===== src/rtl/runner_pkg.sv =====
// Shared lane encodings, game state and small helpers for the runner game core
// and its seven-segment display driver.
package runner_pkg;

  localparam logic [2:0] LANE_TOP     = 3'b100;
  localparam logic [2:0] LANE_MID     = 3'b010;
  localparam logic [2:0] LANE_BOT     = 3'b001;
  localparam logic [2:0] LANE_NONE    = 3'b000;
  localparam logic [2:0] PLAYER_RESET = LANE_MID;

  typedef enum logic {
    ST_RUN  = 1'b0,
    ST_OVER = 1'b1
  } game_state_t;

  typedef struct packed {
    logic [3:0] minute_tens;
    logic [3:0] minute_ones;
    logic [3:0] second_tens;
    logic [3:0] second_ones;
  } bcd_time_t;

  // x^8+x^6+x^5+x^4+1, shifting left with feedback into bit 0.
  function automatic logic [7:0] lfsr_next(input logic [7:0] s);
    return {s[6:0], s[7] ^ s[5] ^ s[4] ^ s[3]};
  endfunction

  // A nonzero column is always followed by an empty one, and a full column is
  // never spawned, so the player always has a way through.
  function automatic logic [2:0] spawn_lanes(input logic [2:0] cur_col,
                                             input logic [2:0] rnd);
    if (cur_col != LANE_NONE) return LANE_NONE;
    if (rnd == 3'b111)        return LANE_NONE;
    return rnd;
  endfunction

  function automatic bcd_time_t bcd_tick(input bcd_time_t t);
    bcd_time_t n;
    n = t;
    if (t.second_ones != 4'd9) begin
      n.second_ones = t.second_ones + 4'd1;
    end else begin
      n.second_ones = 4'd0;
      if (t.second_tens != 4'd5) begin
        n.second_tens = t.second_tens + 4'd1;
      end else begin
        n.second_tens = 4'd0;
        if (t.minute_ones != 4'd9) begin
          n.minute_ones = t.minute_ones + 4'd1;
        end else begin
          n.minute_ones = 4'd0;
          if (t.minute_tens != 4'd5) n.minute_tens = t.minute_tens + 4'd1;
          else                       n = t;  // 59:59 saturates
        end
      end
    end
    return n;
  endfunction

endpackage


===== src/rtl/btn_edge.sv =====
// Two-flop synchronizer for a raw push-button followed by a rising-edge detector
// that emits a single-cycle pulse per press.
module btn_edge (
  input  logic clk,
  input  logic rst_n,
  input  logic btn,
  output logic rise
);

  logic [2:0] sync_q, sync_d;

  always_comb begin
    sync_d = {sync_q[1:0], btn};
  end

  // NOTE: non-blocking assignments keep each stage a distinct flop; blocking
  // ones here would collapse the synchronizer into a single register.
  always_ff @(posedge clk or negedge rst_n) begin
    if (!rst_n) sync_q <= 3'b000;
    else        sync_q <= sync_d;
  end

  assign rise = sync_q[1] & ~sync_q[2];

endmodule


===== src/rtl/runner_game_core.sv =====
// Game-state engine for the seven-segment runner: player lane, scrolling
// obstacles, collision detection and a saturating mm:ss survival timer.
module runner_game_core
  import runner_pkg::*;
#(
  parameter int unsigned SEC_DIV   = 100_000_000,
  parameter int unsigned STEP_DIV  = 50_000_000,
  parameter logic [7:0]  LFSR_SEED = 8'hA5
) (
  input  logic       clk,
  input  logic       rst_n,
  input  logic       btn_up,
  input  logic       btn_down,
  input  logic       btn_restart,
  output logic [2:0] obstacle1,
  output logic [2:0] obstacle2,
  output logic [2:0] obstacle3,
  output logic [2:0] obstacle4,
  output logic [2:0] player,
  output logic [3:0] second_ones,
  output logic [3:0] second_tens,
  output logic [3:0] minute_ones,
  output logic [3:0] minute_tens,
  output logic       game_over
);

  localparam int SEC_W  = (SEC_DIV  > 1) ? $clog2(SEC_DIV)  : 1;
  localparam int STEP_W = (STEP_DIV > 1) ? $clog2(STEP_DIV) : 1;
  localparam logic [SEC_W-1:0]  SEC_LAST  = SEC_W'(SEC_DIV - 1);
  localparam logic [STEP_W-1:0] STEP_LAST = STEP_W'(STEP_DIV - 1);

  logic up_pulse, down_pulse, restart_pulse;

  btn_edge u_btn_up (
    .clk   (clk),
    .rst_n (rst_n),
    .btn   (btn_up),
    .rise  (up_pulse)
  );

  btn_edge u_btn_down (
    .clk   (clk),
    .rst_n (rst_n),
    .btn   (btn_down),
    .rise  (down_pulse)
  );

  btn_edge u_btn_restart (
    .clk   (clk),
    .rst_n (rst_n),
    .btn   (btn_restart),
    .rise  (restart_pulse)
  );

  game_state_t       state_q, state_d;
  logic [2:0]        player_q, player_d;
  logic [3:0][2:0]   obs_q, obs_d;  // [0] farthest column, [3] player column
  bcd_time_t         tmr_q, tmr_d;
  logic [7:0]        lfsr_q, lfsr_d;
  logic [STEP_W-1:0] step_cnt_q, step_cnt_d;
  logic [SEC_W-1:0]  sec_cnt_q, sec_cnt_d;

  logic running, restart, step_pulse, sec_pulse;

  assign running    = (state_q == ST_RUN);
  assign restart    = (state_q == ST_OVER) && restart_pulse;
  assign step_pulse = running && (step_cnt_q == STEP_LAST);
  assign sec_pulse  = running && (sec_cnt_q == SEC_LAST);

  always_comb begin
    // NOTE: every *_d starts as its *_q so no branch leaves a value unassigned
    // and no latch can be inferred.
    state_d    = state_q;
    player_d   = player_q;
    obs_d      = obs_q;
    tmr_d      = tmr_q;
    lfsr_d     = lfsr_q;
    step_cnt_d = step_cnt_q;
    sec_cnt_d  = sec_cnt_q;

    if (restart) begin
      // The LFSR keeps running from where it froze, so each round differs.
      state_d    = ST_RUN;
      player_d   = PLAYER_RESET;
      obs_d      = '0;
      tmr_d      = '0;
      step_cnt_d = '0;
      sec_cnt_d  = '0;
    end else if (running) begin
      lfsr_d     = lfsr_next(lfsr_q);
      step_cnt_d = step_pulse ? '0 : step_cnt_q + STEP_W'(1);
      sec_cnt_d  = sec_pulse  ? '0 : sec_cnt_q + SEC_W'(1);

      if (step_pulse) begin
        obs_d = {obs_q[2:0], spawn_lanes(obs_q[0], lfsr_q[2:0])};
      end

      if (sec_pulse) begin
        tmr_d = bcd_tick(tmr_q);
      end

      if (up_pulse && !down_pulse && player_q != LANE_TOP) begin
        player_d = player_q << 1;
      end else if (down_pulse && !up_pulse && player_q != LANE_BOT) begin
        player_d = player_q >> 1;
      end

      if ((player_q & obs_q[3]) != LANE_NONE) begin
        state_d = ST_OVER;
      end
    end
  end

  always_ff @(posedge clk or negedge rst_n) begin
    if (!rst_n) begin
      state_q    <= ST_RUN;
      player_q   <= PLAYER_RESET;
      obs_q      <= '0;
      tmr_q      <= '0;
      lfsr_q     <= LFSR_SEED;
      step_cnt_q <= '0;
      sec_cnt_q  <= '0;
    end else begin
      state_q    <= state_d;
      player_q   <= player_d;
      obs_q      <= obs_d;
      tmr_q      <= tmr_d;
      lfsr_q     <= lfsr_d;
      step_cnt_q <= step_cnt_d;
      sec_cnt_q  <= sec_cnt_d;
    end
  end

  assign obstacle1   = obs_q[0];
  assign obstacle2   = obs_q[1];
  assign obstacle3   = obs_q[2];
  assign obstacle4   = obs_q[3];
  assign player      = player_q;
  assign second_ones = tmr_q.second_ones;
  assign second_tens = tmr_q.second_tens;
  assign minute_ones = tmr_q.minute_ones;
  assign minute_tens = tmr_q.minute_tens;
  assign game_over   = (state_q == ST_OVER);

endmodule


===== config.mk =====
export PLATFORM = sky130hd
export DESIGN_NAME = runner_game_core
export DESIGN_NICKNAME = d
export VERILOG_FILES = /design/src/rtl/runner_pkg.sv /design/src/rtl/btn_edge.sv /design/src/rtl/runner_game_core.sv
export SDC_FILE = /design/constraint.sdc
export NUM_CORES = 1
export LEC_CHECK = 0
export CAP_MARGIN = 20
export CORE_MARGIN = 2
export CORE_UTILIZATION = 30
export DETAILED_ROUTE_END_ITERATION = 7
export GPL_TIMING_DRIVEN = 1
export PLACE_DENSITY_LB_ADDON = 0.25
export SLEW_MARGIN = 30
export SYNTH_ARGS = -nofsm -noshare
export SYNTH_HDL_FRONTEND = slang
export SYNTH_SLANG_ARGS = --single-unit

===== constraint.sdc =====
create_clock -name clk -period 5.55 [get_ports clk]
set_clock_uncertainty 0.1 [all_clocks]
set_input_delay 0.8325 -clock clk [delete_from_list [all_inputs] [get_ports clk]]
set_output_delay 0.8325 -clock clk [all_outputs]
set_load 0.1 [all_outputs]

==> results by stage, run 1 <==
Synth:
- After synthesis, the mean cell area works out to 10.2 µm².
- In the synthesized netlist, the cells that appear most often are sky130_fd_sc_hd__dfrtp_1 (97), sky130_fd_sc_hd__nor2_1 (53), sky130_fd_sc_hd__nand2_1 (41), sky130_fd_sc_hd__nand3_1 (39), sky130_fd_sc_hd__xor2_1 (26).
- Of the total synthesized cell area, the portion taken by AND, OR, NAND and NOR gates is 22.6%.
- The post-synthesis cell area is 5060 µm².
- The total number of yosys warnings is 0.
- After Yosys synthesis, XOR and XNOR cells account for 6.75% of the synthesized area.
- The post-synthesis adder-cell area fraction is 2.47%.
- The synthesis-stage register bit count is 102.
- Summing the sequential cell areas from Yosys gives 50.6% of the chip area.
- The most common cell in the synthesized netlist is sky130_fd_sc_hd__dfrtp_1.
- Yosys mapped a number of flops with a built-in enable equal to 0.
- Synthesis produced a netlist with a net count of between 500 and 600.
- Summing the areas of all compound-gate instances in the mapped netlist gives between 10% and 20% of the synthesized area.
- For this run, the leading register cell type out of synthesis is sky130_fd_sc_hd__dfrtp_1.
- Of all flip-flops after synthesis, the portion carrying an async set or reset was 100%.
- The synthesized netlist cell count is 498.
- The largest family of logic cells by synthesized area is simple AND/OR/NAND/NOR gates.
- The synthesized design spends more area on one cell type than any other, namely sky130_fd_sc_hd__dfrtp_1.
- The share of synthesized area in the top cell type comes to 48.0%.
- By area the synthesized netlist is led by sky130_fd_sc_hd__dfrtp_1 (48%), sky130_fd_sc_hd__xor2_1 (4.5%), sky130_fd_sc_hd__nor2_1 (3.9%).
- The post-synthesis mux area share is 4.70%.
- The distinct cell type count of the synthesized netlist is 52.

Clock tree:
- TritonCTS built the clock tree.
- The number of buffers on the longest clock path is 2.
- The number of clock buffers added by TritonCTS is 9.
- The count of clock tree sinks is 102.
- Clock-pin slew was measured on the worst setup and hold paths at 80 ps.
- The tree is rooted in a sky130_fd_sc_hd__clkbuf_16.
- The number of gates resized after CTS was 0.
- The setup fix buffers added after clock tree synthesis is 0.
- Hold repair after CTS inserted 0 buffers.
- The depth of the CTS H-tree is 3.
- For the worst-skew pair, the clock arrives at the later sink with an insertion delay of 350 ps.

STA:
- The highest clock frequency the design can meet is 0.330 GHz.
- Dividing the final minimum period by the clock period gives 54.6%.
- Setup repair after global routing left no endpoint under its margin.
- The final max-slew violation count is 0.
- The final hold slack is 253 ps.
- Measured against its own limit, the worst slew margin works out to 32.9%.
- The worst setup slack after layout is roughly 2500 ps.
- Setup violations remaining at the end of the flow were counted as 0.
- At the pin with the least slew margin, the transition time is 1000 ps.
- The hold violation total from the final report is 0.
- The time the final worst path needs with I/O delays and setup is between 3000 and 4000 ps.
- Setup total negative slack on the finished layout was measured at 0 ps.

GRT:
- The maximum number of pins on one net before global-route repair is 69.
- The most congested layer reported by global routing is met2.
- The number of global-route vias before repair is 3,988.
- The met1 demand-to-capacity share in global routing is 18.3%.
- The overall track demand over capacity in global routing is 13.5%.
- The first-pass GRT wire length is 19,800 µm.
- The total overflow left after global routing is 0.
- The initial antenna violation count is 0.
- The global-route met3 utilization is 2.31%.
- The met2 track demand over resource is between 20 and 25%.

Detailed routing:
- In the routed layout, each cell is associated on average with a via count of 5.19.
- The first TritonRoute pass finished after 4 iterations.
- The overall via count from detail_route is between 3,000 and 4,000.
- For this block, the initial DRC count from the detailed router was about 200.
- Once detail routing completed, the nets flagged for antenna violations numbered 0.
- The total wirelength of the detailed-routed design is 11,700 µm.
- In the final routed layout, each cell accounts on average for 15.4 µm.
- After detailed routing, the number of remaining DRC violations is 0.

Finish:
- The net total in the final layout is 548.
- The synthesis-to-finish area growth is 18.1%.
- The cell area after layout is 5970 µm².
- Cells with a size suffix above 1 make up 9.85% of the layout.
- 0 antenna diodes ended up in the layout.

Worst setup path:
- The stage delay of the slowest cell on the critical path is 1150 ps.
- The worst setup path is captured at a primary output.
- The critical path arrival is 2100 ps.
- By startpoint and endpoint, the worst setup path is classified as reg2out.
- For the worst flop-to-flop path, the logic depth is 6.
- The critical path ends at player[1].
- The kind of cell with the highest combined delay on the critical path is buffers and inverters.
- The critical-path maximum fanout is 7.
- The critical path starts at player[1].
- The required arrival time at the worst endpoint is 4620 ps.
- The count of buffer and inverter cells on the critical path is 1.
- The source of the worst register-to-register timing path is step_cnt_q[8].
- The slowest stage of the critical path belongs to the cell sky130_fd_sc_hd__clkdlybuf4s50_1.
- In this run the number of cells on the critical path is 1.
- The endpoint of the most critical register-to-register path is step_cnt_q[13].
- The startpoint kind of the worst setup timing path is a flip-flop.
- Walking the worst path, the cells encountered are clkdlybuf4s50_1.
- The worst register-to-register path has a setup slack of 2760 ps.

Flow run:
- Max-cap violations in this run came to 0.

Pwr:
- The register share of total power is 51.8%.
- Summed over all cells, the static leakage comes to between 2 and 3 nW.
- The combinational share of power is ~5.8%.
- Summed over all nets, the switching power comes to 0.384 mW.
- The worst ir drop on vdd is 0.000120 V.
- Internal power comes to between 1 and 1.5 mW.
- The clock network is responsible for 42.4% of the overall power.
- For this design the ratio of total power to cell area is between 200 and 250 nW/µm².
- The switching share of power is 26.1%.

Floorplanning:
- The initial cell density of the core is 30.6%.
- The area of the core is 16,500 µm².
- Pin placement for this block handled 37 I/O pins.
- The die is between 100 and 150 µm tall.
- The die is around 130 µm wide.
- The row count is 47.
- The area enclosed by the die boundary is 17,900 µm².

Placement:
- OpenSTA, run right after detailed placement, puts the worst setup slack at roughly 2700 ps.
- During placement, the flow inserted port buffers numbering 36.
- Summing all placed instances gives a cell area of 5670 µm².
- The final weighted congestion in routability-driven placement is 0.807.
- Detailed placement finished with a half-perimeter wire length of 7850 µm.

Run status:
- The flow ran to the end, and the final reports show no timing, DRC or antenna violations.

Min path:
- The worst hold path belongs to the class reg2reg.
## routing by layer
metal / wire length [µm] / up-vias
li1: - / 1882
met3: 315 / 11
met4: 133 / 0
met1: 5720 / 1983
met5: 0 / -
met2: 5530 / 61
## cell type report
type,count,area (µm²)
fill,1617,10600
sequential,102,2560
multi-input combinational,368,2410
timing repair buffer,42,402
tap,220,275
clock buffer,9,225
clock inverter,7,65.1
inverter,10,37.5
## per-stage QoR
step | std cells | total power [mW] | util, %
after global routing | 758 | 1.53 | 36.1
after detailed placement | 742 | 0.864 | 34.3
final | 758 | 1.47 | 36.1
after floorplan | 498 | 0.828 | -
after global placement | 742 | 0.861 | 34.3
after CTS | 758 | 1.49 | 36.1
## sequential cells by signal (all words and copies together), names as in the netlist
| name | count |
|---|---|
| u_btn_down.sync_q | 3 |
| obstacle2 | 3 |
| sec_cnt_q | 27 |
| obstacle1 | 3 |
| game_over | 1 |
| minute_ones | 4 |
| minute_tens | 4 |
| u_btn_up.sync_q | 3 |
| player | 3 |
| u_btn_restart.sync_q | 3 |
| obstacle4 | 3 |
| lfsr_q | 8 |
| obstacle3 | 3 |
| second_tens | 4 |
| step_cnt_q | 26 |
| second_ones | 4 |
## worst min-delay path by stage
stage / from / to / cells after the start
floorplan: u_btn_down.sync_q[0] / u_btn_down.sync_q[1] / 0
global placement: u_btn_up.sync_q[0] / u_btn_up.sync_q[1] / 0
detailed placement: u_btn_up.sync_q[0] / u_btn_up.sync_q[1] / 0
CTS: u_btn_up.sync_q[0] / u_btn_up.sync_q[1] / 0
global route: u_btn_down.sync_q[0] / u_btn_down.sync_q[1] / 0
finish: u_btn_up.sync_q[0] / u_btn_up.sync_q[1] / 0
## power groups by stage
stage	sequential (mW)	clock (mW)	combinational [mW]
finish	0.763	0.624	0.0850
global route	0.764	0.671	0.0905
CTS	0.763	0.641	0.0867
detailed placement	0.778	0	0.0863
global placement	0.777	0	0.0843
floorplan	0.814	0	0.0143
## logic make-up (layout without fill, tap and decap cells)
kind of cell / count (synthesis) / count (layout)
XOR/XNOR: 39 / 39
buffers and inverters: 28 / 68
AND/OR/NAND/NOR: 216 / 216
flip-flops: 102 / 102
adder cells (fa/ha/maj): 10 / 10
AO/OA/AOI/OAI: 81 / 81
multiplexers: 22 / 22
## layout by cell type (no fill, tap or decap), drive strengths merged, types with 4 or more instances in the layout
master,instances
nand4,18
o31ai,9
nand2,41
clkbuf,9
and3b,4
nand3,39
nor2,54
a41oi,6
xnor2,13
buf,8
ha,10
dfstp,5
mux2i,8
clkdlybuf4s50,34
xor2,26
o21ai,19
a22o,4
dfrtp,97
o41ai,4
nand3b,5
inv,14
and3,16
nand2b,5
nor3,6
nor4,7
mux2,14
a21oi,12
and4,4
a31oi,14
Note: power is estimated with default switching activity, not from simulation.
==> run 2, diff against run 1 <==
==> constraint.sdc (replaced) <==
create_clock -name clk -period 2.5 [get_ports clk]
set_clock_uncertainty 0.1 [all_clocks]
set_input_delay 0.375 -clock clk [delete_from_list [all_inputs] [get_ports clk]]
set_output_delay 0.375 -clock clk [all_outputs]
set_load 0.1 [all_outputs]
==> results by stage, run 2 (synthesis results as in run 1) <==
STA:
- The final max-slew violation count came to 0.
- Final hold analysis gives a worst-case slack of -55.8 ps.
- Setup repair after global routing left no endpoint under its margin.
- For the pin with the worst max-slew slack, the measured transition is approximately 560 ps.
- The number of setup violations in the final report is 0.
- After layout, the minimum clock period comes to 2410 ps.
- For this run, the top clock speed supported by timing is between 0.4 and 0.5 GHz.
- The hold violation total from the final report is 12.
- For the final routed database, the setup TNS stands at 0 ps.
- The final worst-path cycle share is around 97%.
- Headroom to the max-slew limit came out at between 60% and 70%.

Pwr:
- The part of the total power dissipated in the clock network is between 40% and 50%.
- Of the total power, the share spent switching nets is 26.4%.
- The analysis attributes to net switching a power of 0.869 mW.
- The combinational share of power is 5.6%.
- Cell internal power was estimated by the tool at roughly 2.4 mW.
- Power spread over the standard cell area amounts to 539 nW/µm².
- In this run, flip-flops and latches consume 51.4% of the power.
- VDD sags by at most 0.000282 V.
- The static leakage power is 2.85 nW.

Clock tree:
- After clock tree synthesis, the clock-pin slew on the worst setup and hold paths is approximately 70 ps.
- The tree is rooted in a sky130_fd_sc_hd__clkbuf_16.
- The count of clock tree sinks is slightly above 100.
- The later pin in the worst-skew pair is clocked with a latency of 350 ps.
- Counting the buffers created by CTS gives 9.
- The depth of the CTS H-tree is 3.
- Post-CTS timing repair inserted 0 buffers for setup.
- The number of buffers added to fix hold violations after cts is 0.
- The longest clock path from root to sink contains 2 buffers.
- TritonCTS built the clock tree.

Finish:
- The synthesis-to-finish area growth is 21.0%.
- The sequential cells in the finished layout cover a total of about 2600 µm².
- For this run, the share of the core covered by cells in the final layout is a little under two fifths.
- The cell area after layout is 6120 µm².
- 0 antenna diodes ended up in the layout.
- The final-layout fill cell count is 1,596.
- Ranked by flip-flop count, first place goes to sec_cnt_q.
- The final layout contains 570 nets.
- Leaving out fill and tap cells, the most frequent cells in the layout are sky130_fd_sc_hd__dfrtp_1 (90), sky130_fd_sc_hd__buf_4 (58), sky130_fd_sc_hd__nor2_1 (53).
- The flip-flop count of the largest register, all copies and words added is 27.
- The most common cell after layout, fill and taps aside is sky130_fd_sc_hd__dfrtp_1.
- The largest registers in the layout are sec_cnt_q (27), step_cnt_q (26), lfsr_q (8).
- The proportion of layout cells with a drive suffix above 1 is 20.0%.
- The area of combinational cells with multiple inputs is ~2400 µm².
- Excluding fillers, the count of instances in the completed layout stands at a little under 800.

Detailed routing:
- The total wirelength of the detailed-routed design is 11,400 µm.
- In the routed design, unresolved DRC markers number 0.
- The overall via count from detail_route is 3,958.
- The DRC marker count from the first detailed-route iteration is between 150 and 200.
- The average wire per standard cell is 14.6 µm.
- Before antenna repair, the detailed router went through 4 iterations.
- Dividing the detail-routed via count by the number of cells gives approximately 5.
- The detail route stage leaves a number of antenna-violating nets equal to 0.

Worst setup path:
- STA classifies the critical path endpoint as a flip-flop.
- On the worst path, the slowest cell contributes a delay of 570 ps.
- The source of the worst register-to-register timing path is sec_cnt_q[12].
- The signal on the critical path passes through or4b_4, or4b_4, nor4_4, nor2_2, a221o_1.
- STA puts the critical path data required time at 2630 ps.
- The startpoint kind of the worst setup timing path is a flip-flop.
- The endpoint of the most critical register-to-register path is second_tens[3].
- For the worst flop-to-flop path, the logic depth is 5.
- The cell that appears most often on the critical path is sky130_fd_sc_hd__or4b_4.
- STA puts the critical path data arrival time at 2550 ps.
- The critical path contains buffers and inverters numbering 0 combined.
- Setup slack on the worst reg-to-reg path comes out at 90 ps.
- The critical-path maximum fanout is 3.
- The slowest cell on the critical path is sky130_fd_sc_hd__or4b_4.
- Grouping stages by cell kind, the critical path spends the most delay in simple AND/OR/NAND/NOR gates.
- The class of the most critical setup path is reg2reg.

Flow run:
- Max-cap violations in this run came to 0.

GRT:
- The initial antenna violation count is 0.
- The maximum number of pins on one net before global-route repair is 103.
- The total overflow left after global routing is 0.
- Across every metal layer, demand over resource in global routing totals 13.1%.
- The first global-routing pass estimated 19,300 µm of wire.
- The number of global-route vias before repair came to 3,977.

Placement:
- The cell area reported after detailed placement is 5800 µm².
- The HPWL after detailed placement is 7880 µm.
- Input and output buffers added on the ports amount to 36.
- The final weighted congestion in routability-driven placement is 0.845.
- The number of placed instances with taps included is 764.

Floorplanning:
- The row count is 47.
- 37 I/O pins were placed.
- The die is 134 µm wide.
- The die span in y is 134 µm.
- The area enclosed by the die boundary is 17,900 µm².
- The region available for standard cell placement spans 16,500 µm².
- For this configuration, the core starts out at a cell density of between 30% and 40%.

Run status:
- The final reports fail on hold timing.
- The flow ran to the end, but the final reports show violations.

Min path:
- The tightest min-delay check is of the in2async type.
[run 2: cell count changes in the layout (fill, tap and decap cells not counted), moves of 3 or more]
cell / delta
sky130_fd_sc_hd__clkdlybuf4s50_1: -31
sky130_fd_sc_hd__dfrtp_2: +7
sky130_fd_sc_hd__dfrtp_1: -7
sky130_fd_sc_hd__buf_12: +3
sky130_fd_sc_hd__clkinvlp_4: -3
sky130_fd_sc_hd__buf_4: +52
[run 2: per-stage QoR]
step	power [mW]	setup slack (ps)	hold slack, ps
after floorplan	1.84	7.08	-20.6
after global placement	1.91	28.8	234
after detailed placement	1.91	13.6	237
after CTS	3.35	55.2	5.81
after global routing	3.42	4.99	32.0
final	3.30	86.9	-55.8
[run 2: worst max path at each step]
stage	startpoint	end	slack, ps	depth (start not counted)
after floorplan	second_ones[3]	minute_tens[3]	7	5
after global placement	sec_cnt_q[12]	second_tens[3]	30	5
after detailed placement	sec_cnt_q[12]	second_tens[3]	10	5
after CTS	sec_cnt_q[12]	second_ones[2]	60	5
after global routing	sec_cnt_q[12]	second_tens[3]	5	5
final	sec_cnt_q[12]	second_tens[3]	90	5
[run 2: worst reg2reg max path, stage by stage, from the launching register on]
cell and delay, ps:
sky130_fd_sc_hd__dfrtp_1 380, sky130_fd_sc_hd__or4b_4 560, sky130_fd_sc_hd__or4b_4 570, sky130_fd_sc_hd__nor4_4 250
sky130_fd_sc_hd__nor2_2 90, sky130_fd_sc_hd__a221o_1 350
[run 2: cell type report]
class | count | area share, %
clock buffers | 9 | 3.68
clock inverters | 7 | 1.33
inverters | 10 | 0.613
multi-input cells | 368 | 39.3
flip-flops and latches | 102 | 41.9
well taps | 220 | 4.50
repair buffers | 64 | 8.59
[run 2: routing by layer]
layer	share of wire, %	routed length, µm	vias to the layer above	GRT usage, %
met1	49	5520	1950	17.6
met2	47	5340	61	21.3
li1	-	-	1933	-
met5	0	0	-	0
met4	1.7	197	0	5.20
met3	2.7	312	14	2.15
[run 2: power by group through the flow]
stage	clock, mW	sequential [mW]	combinational [mW]
after global routing	1.53	1.70	0.200
final	1.42	1.69	0.185
after global placement	0	1.72	0.187
after CTS	1.47	1.69	0.189
after detailed placement	0	1.73	0.189
after floorplan	0	1.81	0.0316
[run 2: what timing repair did]
item | CTS | global route
setup endpoints to repair | 1 | 2
pin swaps | 1 | 0
gates resized for setup | 0 | 2
==> variant 1, RTL diff (flow settings as in run 2) <==
Add an input register stage for `btn_up`, `btn_down` and `btn_restart`; this delays them by one clock.
--- a/src/rtl/runner_game_core.sv
+++ b/src/rtl/runner_game_core.sv
@@ -31,2 +31,12 @@
 
+  logic btn_up_q;
+  logic btn_down_q;
+  logic btn_restart_q;
+
+  always_ff @(posedge clk) begin
+    btn_up_q      <= btn_up;
+    btn_down_q    <= btn_down;
+    btn_restart_q <= btn_restart;
+  end
+
   logic up_pulse, down_pulse, restart_pulse;
@@ -36,3 +46,3 @@
     .rst_n (rst_n),
-    .btn   (btn_up),
+    .btn   (btn_up_q),
     .rise  (up_pulse)
@@ -43,3 +53,3 @@
     .rst_n (rst_n),
-    .btn   (btn_down),
+    .btn   (btn_down_q),
     .rise  (down_pulse)
@@ -50,3 +60,3 @@
     .rst_n (rst_n),
-    .btn   (btn_restart),
+    .btn   (btn_restart_q),
     .rise  (restart_pulse)
Function: changed (Yosys sat finds a counterexample within 4 cycles, from zero or initial values and one cycle with rst_n low).
==> variant 1 against run 2 <==
- area after synthesis grew 1.2%
- power grew 2.4%
- wire length grew 0.82%
- cell area grew 1.2%
- worst setup slack gained 16 ps
- critical path type unchanged
- sequential cell count grew 3
- critical path depth is the same
- cell count grew 0.51%
- count of clock-buffer cells in the layout is the same
==> variant 1: results (changes against run 2) <==
Arrival @ worst endpoint=2530 ps (was 2550 ps); Async SR Flop Fraction=97.14% (was 100.0%); GRT Total Usage=13.17% (was 13.13%); type of the tightest min-delay check=flop to flop (was primary input to async pin); Layout Nets=574 (was 570); Worst-Skew Late Latency=350 ps (about the same); Worst Hold Slack=233.7 ps (was -55.82 ps); Synth Area per Inst=10.22 sq um (was 10.16 sq um); layout cells sized above 1=19.68% (was 20.00%); post-DP HPWL=8107 microns (was 7880 microns); critical path peak fanout=3 (unchanged); maximum vdd drop=0.3437 mV (was 0.2824 mV); commonest cells in the netlist=97 x dfrtp_1, 53 x nor2_1, 41 x nand2_1 (unchanged); first-pass GRT wire length=19440 microns (was 19300 microns); crit-path max cell delay=570 ps (about the same); Slew HR=59.21% (was 62.81%); status=completed (was finished with violations); dpl cell area=0.005861 sq mm (was 0.005801 sq mm); count of different cell masters after synthesis=53 (was 52); top flop regs=sec_cnt_q x27, step_cnt_q x26, lfsr_q x8 (unchanged); CP top delay family=simple AND/OR/NAND/NOR gates (unchanged); LEAKAGE=2.881 nW (was 2.849 nW); Power Density=545.4 mW/mm^2 (was 538.7 mW/mm^2); Hold Path Origin=btn_restart_q; routability congestion estimate from global placement=0.8063 (was 0.8453); Vias/cell=5.138 (was 5.074); WL/cell=14.63 microns (was 14.58 microns); Post-Route WL=11470 microns (was 11380 microns); syn nets=516 (was 513); drt initial violations=191 (was 189); top layer in use=met4 (unchanged); R2R cell count=5 (unchanged); Worst path slowest cell=or4b_4 (unchanged); number of global-route vias before repair=3855 (was 3977); routed wl met2=5382 microns (was 5344 microns); met1 layer wirelength in the final routing=5607 microns (was 5522 microns); clock buffer count from CTS=9 (unchanged); Worst Hold End=u_btn_restart.sync_q[0]; hold depth=0; Worst R2R Setup Slack=100 ps (was 90 ps); RR Endpoint=second_tens[3] (unchanged); Synth area leaders=dfrtp_1 47%, xor2_1 4.4%, nor2_1 3.9%, nand3_1 3.8%, mux2_2 3.1% (was dfrtp_1 48%, xor2_1 4.5%, nor2_1 3.9%, nand3_1 3.9%, mux2_2 3.1%); met3 wire length=340 microns (was 312 microns); Max clock buf depth=2 (unchanged); fill cell count=1641 (was 1596); dpl ws=19.61 ps (was 13.56 ps); pin count of the biggest net entering global routing=48 (was 103); sequential share of the synthesized area=51.16% (was 50.58%); placed insts=767 (was 764); DR pass1 iterations=5 (was 4)
[variant 1: cell types whose count changed after synthesis, sizes merged]
cell and delta:
dfxtp +3
[variant 1: routing by layer]
metal / track usage, % / vias up
met5: 0 / -
met4: 4.854 / 0
met3: 1.426 / 9
met2: 20.22 / 79
met1: 19.20 / 1998
li1: - / 1942
[variant 1: layout make-up]
class                           instances  area share [%]
Timing Repair Buffer                   65           8.646
Inverter                               10          0.6061
Tap cell                              220           4.444
Clock inverter                          7           1.434
Sequential cell                       105           42.42
Multi-Input combinational cell        368           38.81
Clock buffer                            9           3.636
[variant 1: timing repair]
action,in CTS,in global routing
setup buffers,0,0
gates resized for setup,0,1
endpoints found under the setup margin,0,4
hold endpoints to repair,41,0
hold buffers,1,0
[variant 1: cells by family (layout without fill, tap and decap cells)]
group / Yosys count / after routing / share of synthesized area [%]
and+or+nand+nor: 216 / 216 / 22.32
DFF: 105 / 105 / 51.16
AOI/OAI and AO/OA: 81 / 81 / 10.71
xor gates and xnor gates: 39 / 39 / 6.673
buffers and inverters: 28 / 91 / 2.053
muxes: 22 / 22 / 4.644
adders and majority gates: 10 / 10 / 2.444
[variant 1: where the power goes]
group	internal [mW]	switching, mW	total [mW]
sequential	1.72	0.0248	1.75
combinational	0.0438	0.144	0.187
clock	0.724	0.722	1.45
total	2.49	0.890	3.38
[variant 1: worst max path at each step]
stage	from	end	slack (ps)	depth (start not counted)
2_1_floorplan	second_ones[3]	minute_tens[3]	7	5
3_3_place_gp	sec_cnt_q[12]	second_tens[3]	50	5
3_5_place_dp	sec_cnt_q[12]	second_tens[3]	20	5
4_1_cts	sec_cnt_q[12]	second_tens[3]	0.9	5
5_1_grt	sec_cnt_q[12]	second_tens[3]	-4	5
6_report	sec_cnt_q[12]	second_tens[3]	100	5
==> variant 2, RTL diff (config.mk and constraints of run 2) <==
Made on the original files. Change the parameter `STEP_DIV` from 50_000_000 to 12_500_000.
--- a/src/rtl/runner_game_core.sv
+++ b/src/rtl/runner_game_core.sv
@@ -6,3 +6,3 @@
   parameter int unsigned SEC_DIV   = 100_000_000,
-  parameter int unsigned STEP_DIV  = 50_000_000,
+  parameter int unsigned STEP_DIV  = 12_500_000,
   parameter logic [7:0]  LFSR_SEED = 8'hA5
Function: same outputs for any inputs over 10 cycles, from zero or initial values and one cycle with rst_n low; that may be too few to reach the edited logic, so the function may still have changed.
==> variant 2 against run 2 <==
- area after synthesis shrank 0.45%
- cell area down 1.1%
- sequential cell count decreased by 2
- global-route usage increased by 1.2 points
- wire length rose by 5.8%
- critical endpoint is now step_cnt_q[8]
- largest cell class unchanged
- power barely moved
- worst setup slack improved by 25 ps
- cell count is 2.6% higher
- critical path depth is 1 higher
==> variant 2: results (changes against run 2) <==
R2R cell count=6 (was 5); count of different cell masters after synthesis=57 (was 52); status=completed (was finished with violations); sequential share of the synthesized area=49.81% (was 50.58%); crit-path max cell delay=490 ps (was 570 ps); routability congestion estimate from global placement=0.8361 (was 0.8453); layout cells sized above 1=17.93% (was 20.00%); post-DP HPWL=8533 microns (was 7880 microns); top flop regs=sec_cnt_q x27, step_cnt_q x24, lfsr_q x8 (was sec_cnt_q x27, step_cnt_q x26, lfsr_q x8); dpl ws=131.1 ps (was 13.56 ps); critical path peak fanout=14 (was 3); xor and xnor fraction of the mapped netlist area=6.609% (was 6.752%); commonest cells in the netlist=95 x dfrtp_1, 67 x nand2_1, 47 x nor2_1 (was 97 x dfrtp_1, 53 x nor2_1, 41 x nand2_1); fraction of synthesized area in multiplexers=2.981% (was 4.699%); number of global-route vias before repair=4077 (was 3977); syn nets=537 (was 513); maximum vdd drop=0.4339 mV (was 0.2824 mV); Synth Area in Adders=2.484% (was 2.473%); drt initial violations=231 (was 189); Worst path slowest cell=dfrtp_4 (was or4b_4); fill cell count=1683 (was 1596); P_int=2.488 mW (was 2.428 mW); Post-Route WL=12030 microns (was 11380 microns); Synth area leaders=dfrtp_1 47%, xor2_1 5.2%, nand2_1 5.0%, nand3_1 4.6%, nor2_1 3.5% (was dfrtp_1 48%, xor2_1 4.5%, nor2_1 3.9%, nand3_1 3.9%, mux2_2 3.1%); LEAKAGE=2.731 nW (was 2.849 nW); Synth Area in Compound Gates=8.621% (was 10.83%); Layout Nets=590 (was 570); pin count of the biggest net entering global routing=45 (was 103); vias=3988 (was 3958)
variant 2: changes by cell type in the layout (fill, tap and decap cells not counted), moves of 7 or more:
cell	change
a31oi_1	-9
a21oi_1	+11
nand2_1	+26
o21ai_0	-7
nand3_1	+7
nand4_1	+7
variant 2: kinds of logic (layout without fill, tap and decap cells):
| logic type | Yosys count | count (layout) |
|---|---|---|
| compound gates | 68 | 68 |
| xor+xnor | 38 | 38 |
| fa+ha+maj | 10 | 10 |
| buf+inv | 35 | 93 |
| flops | 100 | 100 |
| mux | 14 | 14 |
| simple gates | 257 | 257 |
variant 2: how the worst max path moves through the flow:
| stage | from | end | slack (ps) | cells past startpoint |
|---|---|---|---|---|
| after floorplan | game_over | obstacle2[1] | 30 | 7 |
| after global placement | game_over | step_cnt_q[2] | 150 | 6 |
| after detailed placement | game_over | step_cnt_q[7] | 130 | 6 |
| after CTS | game_over | step_cnt_q[7] | 110 | 6 |
| after global routing | game_over | minute_ones[3] | 20 | 6 |
| final | game_over | step_cnt_q[8] | 110 | 6 |
variant 2: per-layer routing:
layer | vias up | part of all wire (%) | wire [microns] | GRT usage (%)
met3 | 11 | 3.4 | 404 | 3.425
met4 | 0 | 1.0 | 123 | 3.664
met1 | 1952 | 49 | 5910 | 19.29
li1 | 1967 | - | - | -
met5 | - | 0 | 0 | 0
met2 | 58 | 46 | 5592 | 23.17
variant 2: repair_timing:
action | in CTS | in global routing
hold buffers | 1 | 0
gates resized for setup | 0 | 3
buffers inserted | 0 | 1
setup endpoints to repair | 0 | 3
endpoints found under the hold margin | 40 | 0
variant 2: power by group through the flow:
stage	logic, mW	registers [mW]	clock network, mW
2_1_floorplan	0.0226	1.76	0
3_3_place_gp	0.168	1.69	0
3_5_place_dp	0.170	1.70	0
4_1_cts	0.172	1.66	1.51
5_1_grt	0.183	1.67	1.58
6_report	0.168	1.66	1.46
variant 2: area by class of cell:
| type | instances | area, sq um | share of cell area (%) |
|---|---|---|---|
| inverters | 11 | 41.29 | 0.6821 |
| multi-input cells | 387 | 2381 | 39.33 |
| well taps | 220 | 275.3 | 4.547 |
| flip-flops and latches | 100 | 2516 | 41.57 |
| clock inverters | 6 | 70.07 | 1.158 |
| repair buffers | 66 | 530.5 | 8.764 |
| clock buffers | 10 | 239.0 | 3.948 |
variant 2: critical path: cells and delay by family, from the launching register on:
kind	cells	cell delay, ps
buf+inv	1	210
compound gates	1	60
simple gates	4	1400
flops	1	490
variant 2: per-stage QoR:
stage / power, mW / std cells / hold WS [ps] / area (sq um)
floorplan: 1.781 / 522 / -20.59 / 5044
global route: 3.425 / 800 / 262.1 / 6053
CTS: 3.346 / 799 / 253.3 / 6041
detailed placement: 1.865 / 782 / 237.9 / 5722
global placement: 1.863 / 782 / 234.3 / 5722
finish: 3.297 / 800 / 250.5 / 6053
